[config.mk]
export PLATFORM = sky130hd
export DESIGN_NAME = datapath_core_flat
export DESIGN_NICKNAME = d
export VERILOG_FILES = /design/src/rtl/datapath_pkg.sv /design/src/rtl/datapath_if.sv /design/src/rtl/datapath_alu.sv /design/src/rtl/datapath_core.sv /design/src/flat_wrapper.sv
export SDC_FILE = /design/constraint.sdc
export NUM_CORES = 1
export LEC_CHECK = 0
export CAP_MARGIN = 20
export CORE_MARGIN = 2
export CORE_UTILIZATION = 65
export CTS_BUF_LIST = sky130_fd_sc_hd__clkbuf_8
export CTS_CLUSTER_DIAMETER = 100
export DETAILED_ROUTE_END_ITERATION = 10
export DONT_BUFFER_PORTS = 1
export HOLD_SLACK_MARGIN = 0.15
export PLACE_DENSITY_LB_ADDON = 0.12
export SLEW_MARGIN = 40
export SYNTH_ARGS = -nofsm -noshare
export SYNTH_HDL_FRONTEND = slang
export SYNTH_HIERARCHICAL = 1
export SYNTH_SLANG_ARGS = --single-unit
[constraint.sdc]
create_clock -name clk -period 7.54 [get_ports clk]
set_clock_uncertainty 0.05 [all_clocks]
set_input_delay 2.262 -clock clk [delete_from_list [all_inputs] [get_ports clk]]
set_output_delay 2.262 -clock clk [all_outputs]
set_load 0.01 [all_outputs]
[src/rtl/datapath_pkg.sv]
// Shared definitions for the datapath and the microcoded control unit:
// widths, bus-select codes, strobe bit positions and ALU op codes.
package datapath_pkg;

  localparam int unsigned DW  = 16;
  localparam int unsigned OPW = 6;

  // Bus source select codes carried on read_en.
  typedef enum logic [3:0] {
    SEL_NONE = 4'd0,
    SEL_PC   = 4'd1,
    SEL_AR   = 4'd2,
    SEL_IR   = 4'd4,
    SEL_AC   = 4'd5,
    SEL_R    = 4'd6,
    SEL_R1   = 4'd7,
    SEL_R2   = 4'd8,
    SEL_R3   = 4'd9,
    SEL_R4   = 4'd10,
    SEL_DM   = 4'd12,
    SEL_IM   = 4'd13
  } bus_sel_e;

  // Bit positions shared by write_en, inc_en and clr_en.
  localparam int unsigned EN_PC     = 1;
  localparam int unsigned EN_AR     = 2;
  localparam int unsigned EN_IR     = 3;
  localparam int unsigned EN_AC     = 4;
  localparam int unsigned EN_R      = 5;
  localparam int unsigned EN_R4     = 7;
  localparam int unsigned EN_R3     = 8;
  localparam int unsigned EN_R2     = 9;
  localparam int unsigned EN_R1     = 10;
  localparam int unsigned EN_DMW    = 11;
  localparam int unsigned EN_ALU2AC = 12;

  typedef enum logic [2:0] {
    ALU_NOP = 3'd0,
    ALU_ADD = 3'd1,
    ALU_SUB = 3'd2,
    ALU_MUL = 3'd3,
    ALU_LSH = 3'd4
  } alu_op_e;

  // Common register next-state: clear beats load beats increment beats hold.
  function automatic logic [DW-1:0] next_reg(input logic [DW-1:0] q,
                                             input logic [DW-1:0] bus,
                                             input logic          clr,
                                             input logic          wr,
                                             input logic          inc);
    logic [DW-1:0] nxt;
    if (clr) begin
      nxt = '0;
    end else if (wr) begin
      nxt = bus;
    end else if (inc) begin
      nxt = q + 1'b1;
    end else begin
      nxt = q;
    end
    return nxt;
  endfunction

endpackage

[src/rtl/datapath_if.sv]
// Control strobes plus instruction/data memory bus seen by the datapath.
// master = control unit / memories side, slave = datapath side.
interface datapath_if;

  logic [3:0]                       read_en;
  logic [15:0]                      write_en;
  logic [15:0]                      inc_en;
  logic [15:0]                      clr_en;
  logic [2:0]                       alu_op;
  logic [datapath_pkg::DW-1:0]      im_rdata;
  logic [datapath_pkg::DW-1:0]      dm_rdata;
  logic [datapath_pkg::DW-1:0]      im_addr;
  logic [datapath_pkg::DW-1:0]      dm_addr;
  logic [datapath_pkg::DW-1:0]      dm_wdata;
  logic                             dm_we;
  logic [datapath_pkg::OPW-1:0]     instruction;
  logic [datapath_pkg::DW-1:0]      z;

  modport master (
    output read_en, write_en, inc_en, clr_en, alu_op, im_rdata, dm_rdata,
    input  im_addr, dm_addr, dm_wdata, dm_we, instruction, z
  );

  modport slave (
    input  read_en, write_en, inc_en, clr_en, alu_op, im_rdata, dm_rdata,
    output im_addr, dm_addr, dm_wdata, dm_we, instruction, z
  );

endinterface

[src/rtl/datapath_alu.sv]
// Combinational ALU: A is AC, B is R. Carries, borrows and overflow are dropped.
module datapath_alu
  import datapath_pkg::*;
(
  input  logic [DW-1:0] a,
  input  logic [DW-1:0] b,
  input  logic [2:0]    op,
  output logic [DW-1:0] result
);

  // Select the operation; unused codes fall back to passing A.
  always_comb begin
    result = a;
    case (op)
      ALU_ADD: result = a + b;
      ALU_SUB: result = a - b;
      ALU_MUL: result = a * b;
      ALU_LSH: result = {a[DW-2:0], 1'b0};
      default: result = a;
    endcase
  end

endmodule

[src/rtl/datapath_core.sv]
// Register file, shared bus and ALU of the microcoded CPU datapath.
module datapath_core
  import datapath_pkg::*;
(
  input logic      clk,
  input logic      rst,
  datapath_if.slave dp
);

  logic [DW-1:0] pc_q, pc_d;
  logic [DW-1:0] ar_q, ar_d;
  logic [DW-1:0] ir_q, ir_d;
  logic [DW-1:0] ac_q, ac_d;
  logic [DW-1:0] r_q,  r_d;
  logic [DW-1:0] r1_q, r1_d;
  logic [DW-1:0] r2_q, r2_d;
  logic [DW-1:0] r3_q, r3_d;
  logic [DW-1:0] r4_q, r4_d;
  logic [DW-1:0] bus;
  logic [DW-1:0] alu_res;

  // Strobe bits with no register behind them.
  logic unused_strobes;
  assign unused_strobes = ^{dp.write_en[0], dp.write_en[6], dp.write_en[15:13],
                            dp.inc_en[0], dp.inc_en[6], dp.inc_en[15:11],
                            dp.clr_en[0], dp.clr_en[6], dp.clr_en[15:11]};

  datapath_alu u_alu (
    .a      (ac_q),
    .b      (r_q),
    .op     (dp.alu_op),
    .result (alu_res)
  );

  // Shared bus source mux; unassigned codes drive zero.
  always_comb begin
    bus = '0;
    case (dp.read_en)
      SEL_PC:  bus = pc_q;
      SEL_AR:  bus = ar_q;
      SEL_IR:  bus = ir_q;
      SEL_AC:  bus = ac_q;
      SEL_R:   bus = r_q;
      SEL_R1:  bus = r1_q;
      SEL_R2:  bus = r2_q;
      SEL_R3:  bus = r3_q;
      SEL_R4:  bus = r4_q;
      SEL_DM:  bus = dp.dm_rdata;
      SEL_IM:  bus = dp.im_rdata;
      default: bus = '0;
    endcase
  end

  // Next-state per register; AC additionally accepts the ALU result ahead of a bus load.
  always_comb begin
    pc_d = next_reg(pc_q, bus, dp.clr_en[EN_PC], dp.write_en[EN_PC], dp.inc_en[EN_PC]);
    ar_d = next_reg(ar_q, bus, dp.clr_en[EN_AR], dp.write_en[EN_AR], dp.inc_en[EN_AR]);
    ir_d = next_reg(ir_q, bus, dp.clr_en[EN_IR], dp.write_en[EN_IR], dp.inc_en[EN_IR]);
    r_d  = next_reg(r_q,  bus, dp.clr_en[EN_R],  dp.write_en[EN_R],  dp.inc_en[EN_R]);
    r1_d = next_reg(r1_q, bus, dp.clr_en[EN_R1], dp.write_en[EN_R1], dp.inc_en[EN_R1]);
    r2_d = next_reg(r2_q, bus, dp.clr_en[EN_R2], dp.write_en[EN_R2], dp.inc_en[EN_R2]);
    r3_d = next_reg(r3_q, bus, dp.clr_en[EN_R3], dp.write_en[EN_R3], dp.inc_en[EN_R3]);
    r4_d = next_reg(r4_q, bus, dp.clr_en[EN_R4], dp.write_en[EN_R4], dp.inc_en[EN_R4]);
    if (dp.clr_en[EN_AC]) begin
      ac_d = '0;
    end else if (dp.write_en[EN_ALU2AC]) begin
      ac_d = alu_res;
    end else begin
      ac_d = next_reg(ac_q, bus, 1'b0, dp.write_en[EN_AC], dp.inc_en[EN_AC]);
    end
  end

  // Register bank; synchronous reset overrides every strobe.
  always_ff @(posedge clk) begin
    if (rst) begin
      pc_q <= '0;
      ar_q <= '0;
      ir_q <= '0;
      ac_q <= '0;
      r_q  <= '0;
      r1_q <= '0;
      r2_q <= '0;
      r3_q <= '0;
      r4_q <= '0;
    end else begin
      pc_q <= pc_d;
      ar_q <= ar_d;
      ir_q <= ir_d;
      ac_q <= ac_d;
      r_q  <= r_d;
      r1_q <= r1_d;
      r2_q <= r2_d;
      r3_q <= r3_d;
      r4_q <= r4_d;
    end
  end

  assign dp.im_addr     = pc_q;
  assign dp.dm_addr     = ar_q;
  assign dp.dm_wdata    = bus;
  assign dp.dm_we       = dp.write_en[EN_DMW] & ~rst;
  assign dp.instruction = ir_q[OPW-1:0];
  assign dp.z           = {{(DW-1){1'b0}}, (ac_q == '0)};

endmodule

[src/flat_wrapper.sv]
// flat-port wrapper written by rule: the top's interface ports become plain ports
module datapath_core_flat import datapath_pkg::*;
  (clk, rst, dp_read_en, dp_write_en, dp_inc_en, dp_clr_en, dp_alu_op, dp_im_rdata, dp_dm_rdata, dp_im_addr, dp_dm_addr, dp_dm_wdata, dp_dm_we, dp_instruction, dp_z);
  datapath_if dp_i ();
  input logic clk;
  input logic rst;
  input wire logic [$bits(dp_i.read_en)-1:0] dp_read_en;
  input wire logic [$bits(dp_i.write_en)-1:0] dp_write_en;
  input wire logic [$bits(dp_i.inc_en)-1:0] dp_inc_en;
  input wire logic [$bits(dp_i.clr_en)-1:0] dp_clr_en;
  input wire logic [$bits(dp_i.alu_op)-1:0] dp_alu_op;
  input wire logic [$bits(dp_i.im_rdata)-1:0] dp_im_rdata;
  input wire logic [$bits(dp_i.dm_rdata)-1:0] dp_dm_rdata;
  output wire logic [$bits(dp_i.im_addr)-1:0] dp_im_addr;
  output wire logic [$bits(dp_i.dm_addr)-1:0] dp_dm_addr;
  output wire logic [$bits(dp_i.dm_wdata)-1:0] dp_dm_wdata;
  output wire logic [$bits(dp_i.dm_we)-1:0] dp_dm_we;
  output wire logic [$bits(dp_i.instruction)-1:0] dp_instruction;
  output wire logic [$bits(dp_i.z)-1:0] dp_z;
  assign dp_i.read_en = dp_read_en;
  assign dp_i.write_en = dp_write_en;
  assign dp_i.inc_en = dp_inc_en;
  assign dp_i.clr_en = dp_clr_en;
  assign dp_i.alu_op = dp_alu_op;
  assign dp_i.im_rdata = dp_im_rdata;
  assign dp_i.dm_rdata = dp_dm_rdata;
  assign dp_im_addr = dp_i.im_addr;
  assign dp_dm_addr = dp_i.dm_addr;
  assign dp_dm_wdata = dp_i.dm_wdata;
  assign dp_dm_we = dp_i.dm_we;
  assign dp_instruction = dp_i.instruction;
  assign dp_z = dp_i.z;
  datapath_core u_core (.clk(clk), .rst(rst), .dp(dp_i));
endmodule
# Word-level counts from Yosys, hierarchy flattened
# Cells that the tools add are included.
# classes
n_reduce_logical	20
n_mul	1
shifts	0
n_mux	21
div_mod_pow	0
bitwise	2
n_eq_ne	16
n_lt_le_gt_ge	0
n_addsub	11
# ops
op	n
$mux 16	19
$pmux 16 s11	1
$add 16x1->16 const B	9
$pmux 16 s4	1
$eq 4x4->1 const B	5
$reduce_or 2->1	9
$add 16x16->16	1
$eq 4x3->1 const B	4
$logic_not 16->1	1
$mul 16x16->16	1
$reduce_bool 2->1	8
$sub 16x16->16	1
$eq 3x2->1 const B	2
$ne 5x1->1 const B	1
$eq 4x1->1 const B	1
$eq 4x2->1 const B	1
$eq 3x1->1 const B	1
$eq 3x3->1 const B	1
$reduce_bool 3->1	1
$reduce_and 2->1	1
$and 1x1->1	1
$not 1->1	1
# totals
latchBits	0
rom_bits	0
inputBits	89
ramBits	0
n_memories	0
regBits	144
word_cells	80
output_inout_bits	71

# Logic depth before layout (Yosys ltp)
# depth
word_depth	4
ltp_mapped	24

# Modules after synthesis
# The synthesis kept the hierarchy.
# by_module_without_submodules
module	cells_per_inst	area_per_inst_um2	instances
datapath_core	1162	9522.9	1
datapath_alu	718	5522.8	1

# Worst setup path before layout
# OpenSTA, ideal clock, no wires.
# synth_path
path_kind	reg-to-reg
from	register u_core.r_q[2]
to	register u_core.ac_q[14]
t_arrival_ns	5.848
setup_time_ns	0.149
stages_incl_launch_ff	23
path_buffers	2
t_required_ns	7.341
period_less_slack_ns	6.046
slack_ns	1.494
path_cell_list	dfxtp_1 -> clkbuf_2 -> clkbuf_1 -> nand2_1 -> fa_1 -> fa_1 -> fa_1 -> fa_1 -> inv_1 -> fa_1 -> inv_1 -> fa_1 -> inv_1 -> ha_1 -> and2_1 -> a311o_1 -> a31oi_2 -> a21oi_1 -> xor2_1 -> a221oi_2 -> o22ai_1 -> o211ai_1 -> a211oi_1
# synth_between
elab_chain_len	3
# synth_lines
item	line_no	text
from (decl)	datapath_core.sv:14	logic [DW-1:0] r_q, r_d;
from (signal assigned)	datapath_core.sv:90	r_q <= r_d;
$mul 16x16->16 (tied with other cells)	datapath_alu.sv:17	ALU_MUL: result = a * b;
$pmux 16 s4 *	datapath_alu.sv:14	case (op)
net u_core.alu_res[14]	datapath_core.sv:20	logic [DW-1:0] alu_res;
$mux 16 *	datapath_core.sv:66	end else if (dp.write_en[EN_ALU2AC]) begin
to (signal assigned)	datapath_core.sv:79	ac_q <= '0;
to (signal assigned)	datapath_core.sv:89	ac_q <= ac_d;
to (decl)	datapath_core.sv:13	logic [DW-1:0] ac_q, ac_d;
# Mark *: on every way through the listed nets, which the timed path passes. The rest lies on a longest branch.
# A chain may end at the register's enable or synchronous reset.

# Final worst setup path
# layout_path
from	register u_core.r_q[5]
to	register u_core.ac_q[14]
# The elaborated chain is that of the path after synthesis.

==> metrics.csv <==
stage;metric;value;unit
power;leakagePower;6.273;nW
finish;register_area;2885;um^2
sta;fin_crit;6.540;ns
logic_synthesis;synth_edf_count;0;
finish;syn_to_final_growth;2.778;%
critical_path;slowest_delay;0.82;ns
global_route;grt_overflow;0;
power;power_frac_seq;0.443;
detailed_routing;wl;51210;um
clock_tree;tritoncts;built;
placed_design;io_buffer_count;0;
logic_synthesis;yosysUniqueCellTypes;87;
detailed_routing;routed-via-count;14390;
global_route;grt_pass1_wl;77270;um
detailed_routing;avgRoutedWirePerCell;24.25;um
critical_path;cpMaxStageDelayCell;dfxtp_1;
finish;final_util;0.6809;
clock_tree;cts_made_buffers;17;
critical_path;crit_required;7.80;ns
status;outcome;completed;
detailed_routing;via_per_inst;6.814;
logic_synthesis;yosysWarnings;6;
finish;fillCellCount;1947;
detailed_routing;drc;0;
critical_path;path_common_cell;fa_1;
detailed_routing;drt-initial-drc-count;1517;
sta;hold_violations;0;
detailed_routing;postRouteAntennaNets;0;
clock_tree;htreeDepth;4;
clock_tree;cts.sinks;144;
logic_synthesis;async_flop_share;0;
critical_path;crit_fanout;18;
power;comb_power_share;0.231;
sta;setup_violations;0;
critical_path;start_kind;flop;
clock_tree;clkLatencyLatePin;0.46;ns
logic_synthesis;synth_area_per_cell;8.003;um^2
critical_path;path_class;flop to flop;
finish;multiInputGateArea;10970;um^2
sta;slew_headroom;0.4011;
finish;mostFrequentLayoutCell;nand2_1;
clock_tree;cts_buffer_depth;2;
min_path;min_path_type;flop to flop;
critical_path;crit_chain;and2_1 > fa_1 > inv_1 > fa_1 > fa_1 > fa_1 > inv_1 > fa_1 > inv_1 > fa_1 > inv_1 > ha_1 > and2_1 > a311o_1 > a31oi_2 > a21oi_1 > xor2_1 > a221oi_2 > o22ai_1 > o211ai_1 > a211oi_1;
clock_tree;cts.reportedPaths.clkPinSlew;0.08;ns
global_route;antenna_found_initial;3;
critical_path;path_buf_inv;4;
sta;grt_setup_unrepaired;false;
detailed_routing;drtPass1Iterations;5;
flow_run;drv_cap;0;
clock_tree;root_buffer;clkbuf_8;
sta;fmax;0.1529;GHz
logic_synthesis;mappedNetlistArea;15050;um^2
floorplan;rows;55;
sta;setup_tns;0;ns
power;swShare;0.3470;
clock_tree;cts_resized;0;
power;power_density;122.7;nW/um^2
power;switchingPower;0.6585;mW
sta;drv_slew;0;
power;internal_power;1.239;mW
logic_synthesis;syn_inst;1880;
finish;final_cell_mix;161 x nand2_1, 147 x inv_1, 142 x dfxtp_1;
clock_tree;post-cts-setup-buffer-count;0;
clock_tree;hold_buffers;0;
global_route;grt_max_degree;63;
critical_path;cp_top_family;adder cells;
critical_path;cp.arrival;6.80;ns
power;power_frac_clock;0.326;
sta;tightestPinTransition;0.8965;ns
global_route;grt_pass1_vias;13880;
floorplan;dieArea;24380;um^2
floorplan;fp.dieW;156.1;um
sta;fin_crit_sh;0.8673;
floorplan;die_y;156.1;um
logic_synthesis;synth_seq_cells;144;
logic_synthesis;yosysSeqAreaShare;0.1916;
critical_path;endpoint_kind;flop;
global_route;grt_usage;0.4145;
finish;layout.nets;2057;
placed_design;dp_hpwl;37400;um
floorplan;core;22710;um^2
floorplan;start_util;0.6625;
finish;drive_above_1_share;0.06634;
logic_synthesis;synthFlopType;dfxtp_1;
floorplan;ios;160;
power;vdd_ir_drop_max;121.8;uV
placed_design;gp_congestion;1.084;
==> cell usage after synthesis (all sizes together) (8+ instances only) <==
cell type	n	area (um^2)
and4	15	131.4
a31oi	12	81.33
inv	147	551.8
nor4	13	96.34
nand3b	10	75.07
nor3	32	175.2
nand2	161	604.3
buf	63	392.9
clkbuf	79	300.3
mux2i	19	190.2
a2111oi	9	178.9
a22oi	19	142.6
nand4	50	312.8
nand2b	12	75.07
xnor2	107	937.2
nand3	50	250.2
and3	37	231.5
o22ai	53	331.6
o21ai	127	635.6
a22o	15	131.4
ha	76	950.9
and2	80	500.5
nor2	72	272.8
a21o	10	75.07
mux2	20	229.0
fa	81	1622
xor2	87	762.0
dfxtp	144	2883
or3	11	68.82
a21oi	127	639.4
nor2b	16	100.1
and3b	8	70.07
==> power groups by stage <==
stage | clock network, mW | registers (mW) | logic (mW)
finish | 0.619 | 0.840 | 0.439
detailed placement | 0 | 0.856 | 0.423
CTS | 0.622 | 0.838 | 0.426
floorplan | 0 | 0.833 | 0.353
global placement | 0 | 0.855 | 0.415
global route | 0.649 | 0.842 | 0.469
==> final timing paths <==
path	slack, ns	end	depth (start not counted)	from
worst min register to register	0.55	u_core/r1_q[15]$_SDFFE_PP0P_	2	u_core/r1_q[15]$_SDFFE_PP0P_
worst max register to register	1.00	u_core/ac_q[14]$_SDFFE_PP0P_	21	u_core/r_q[5]$_SDFFE_PP0P_
worst min-delay path	0.55	u_core/r1_q[15]$_SDFFE_PP0P_	2	u_core/r1_q[15]$_SDFFE_PP0P_
worst max-delay path	1.00	u_core/ac_q[14]$_SDFFE_PP0P_	21	u_core/r_q[5]$_SDFFE_PP0P_
==> layer usage <==
metal / share of wire / GRT usage
met5: 0 / 0
met3: 0.11 / 0.09361
met4: 0.080 / 0.2796
met2: 0.45 / 0.6768
met1: 0.36 / 0.4877
==> final cells by class <==
type                    count  share of cell area
diodes                      3           0.0004855
multi-input cells        1460              0.7092
repair buffers             40             0.01966
inverters                 148             0.03593
flip-flops and latches    144              0.1866
well taps                 285             0.02306
clock inverters            13            0.008172
clock buffers              19             0.01691
==> registers in the layout, summed over array words and instances, names as in the netlist <==
register           flops
u_core/r4_q           16
u_core/r2_q           16
u_core/r3_q           16
u_core/ir_q           16
u_core/ac_q           16
u_core/r_q            16
u_core/dp.im_addr     16
u_core/r1_q           16
u_core/dp.dm_addr     16
==> through the flow <==
step                hold slack (ns)  worst slack [ns]  area (um^2)  cells  total power [mW]
finish                       0.5506             1.000        15460   2112             1.897
global route                 0.5770            0.7391        15460   2110             1.960
CTS                          0.5455            0.9514        15450   2109             1.885
detailed placement           0.5283            0.9730        15070   2077             1.279
global placement             0.5000             1.090        15050   2076             1.270
floorplan                    0.4681             1.494        15100   1894             1.186
==> worst min-delay path: stages (launching register included) <==
cell	delay, ns
dfxtp_1	0.35
xnor2_1	0.12
o22ai_1	0.08
==> cells by family after synthesis <==
family                   share of synthesized area
AO/OA/AOI/OAI                               0.1971
XOR/XNOR                                    0.1129
adder cells (fa/ha/maj)                     0.1710
buffers and inverters                      0.08299
flip-flops                                  0.1916
multiplexers                               0.02936
other                                    0.0002492
AND/OR/NAND/NOR                             0.2148
Power figures use the tool's default switching activity.
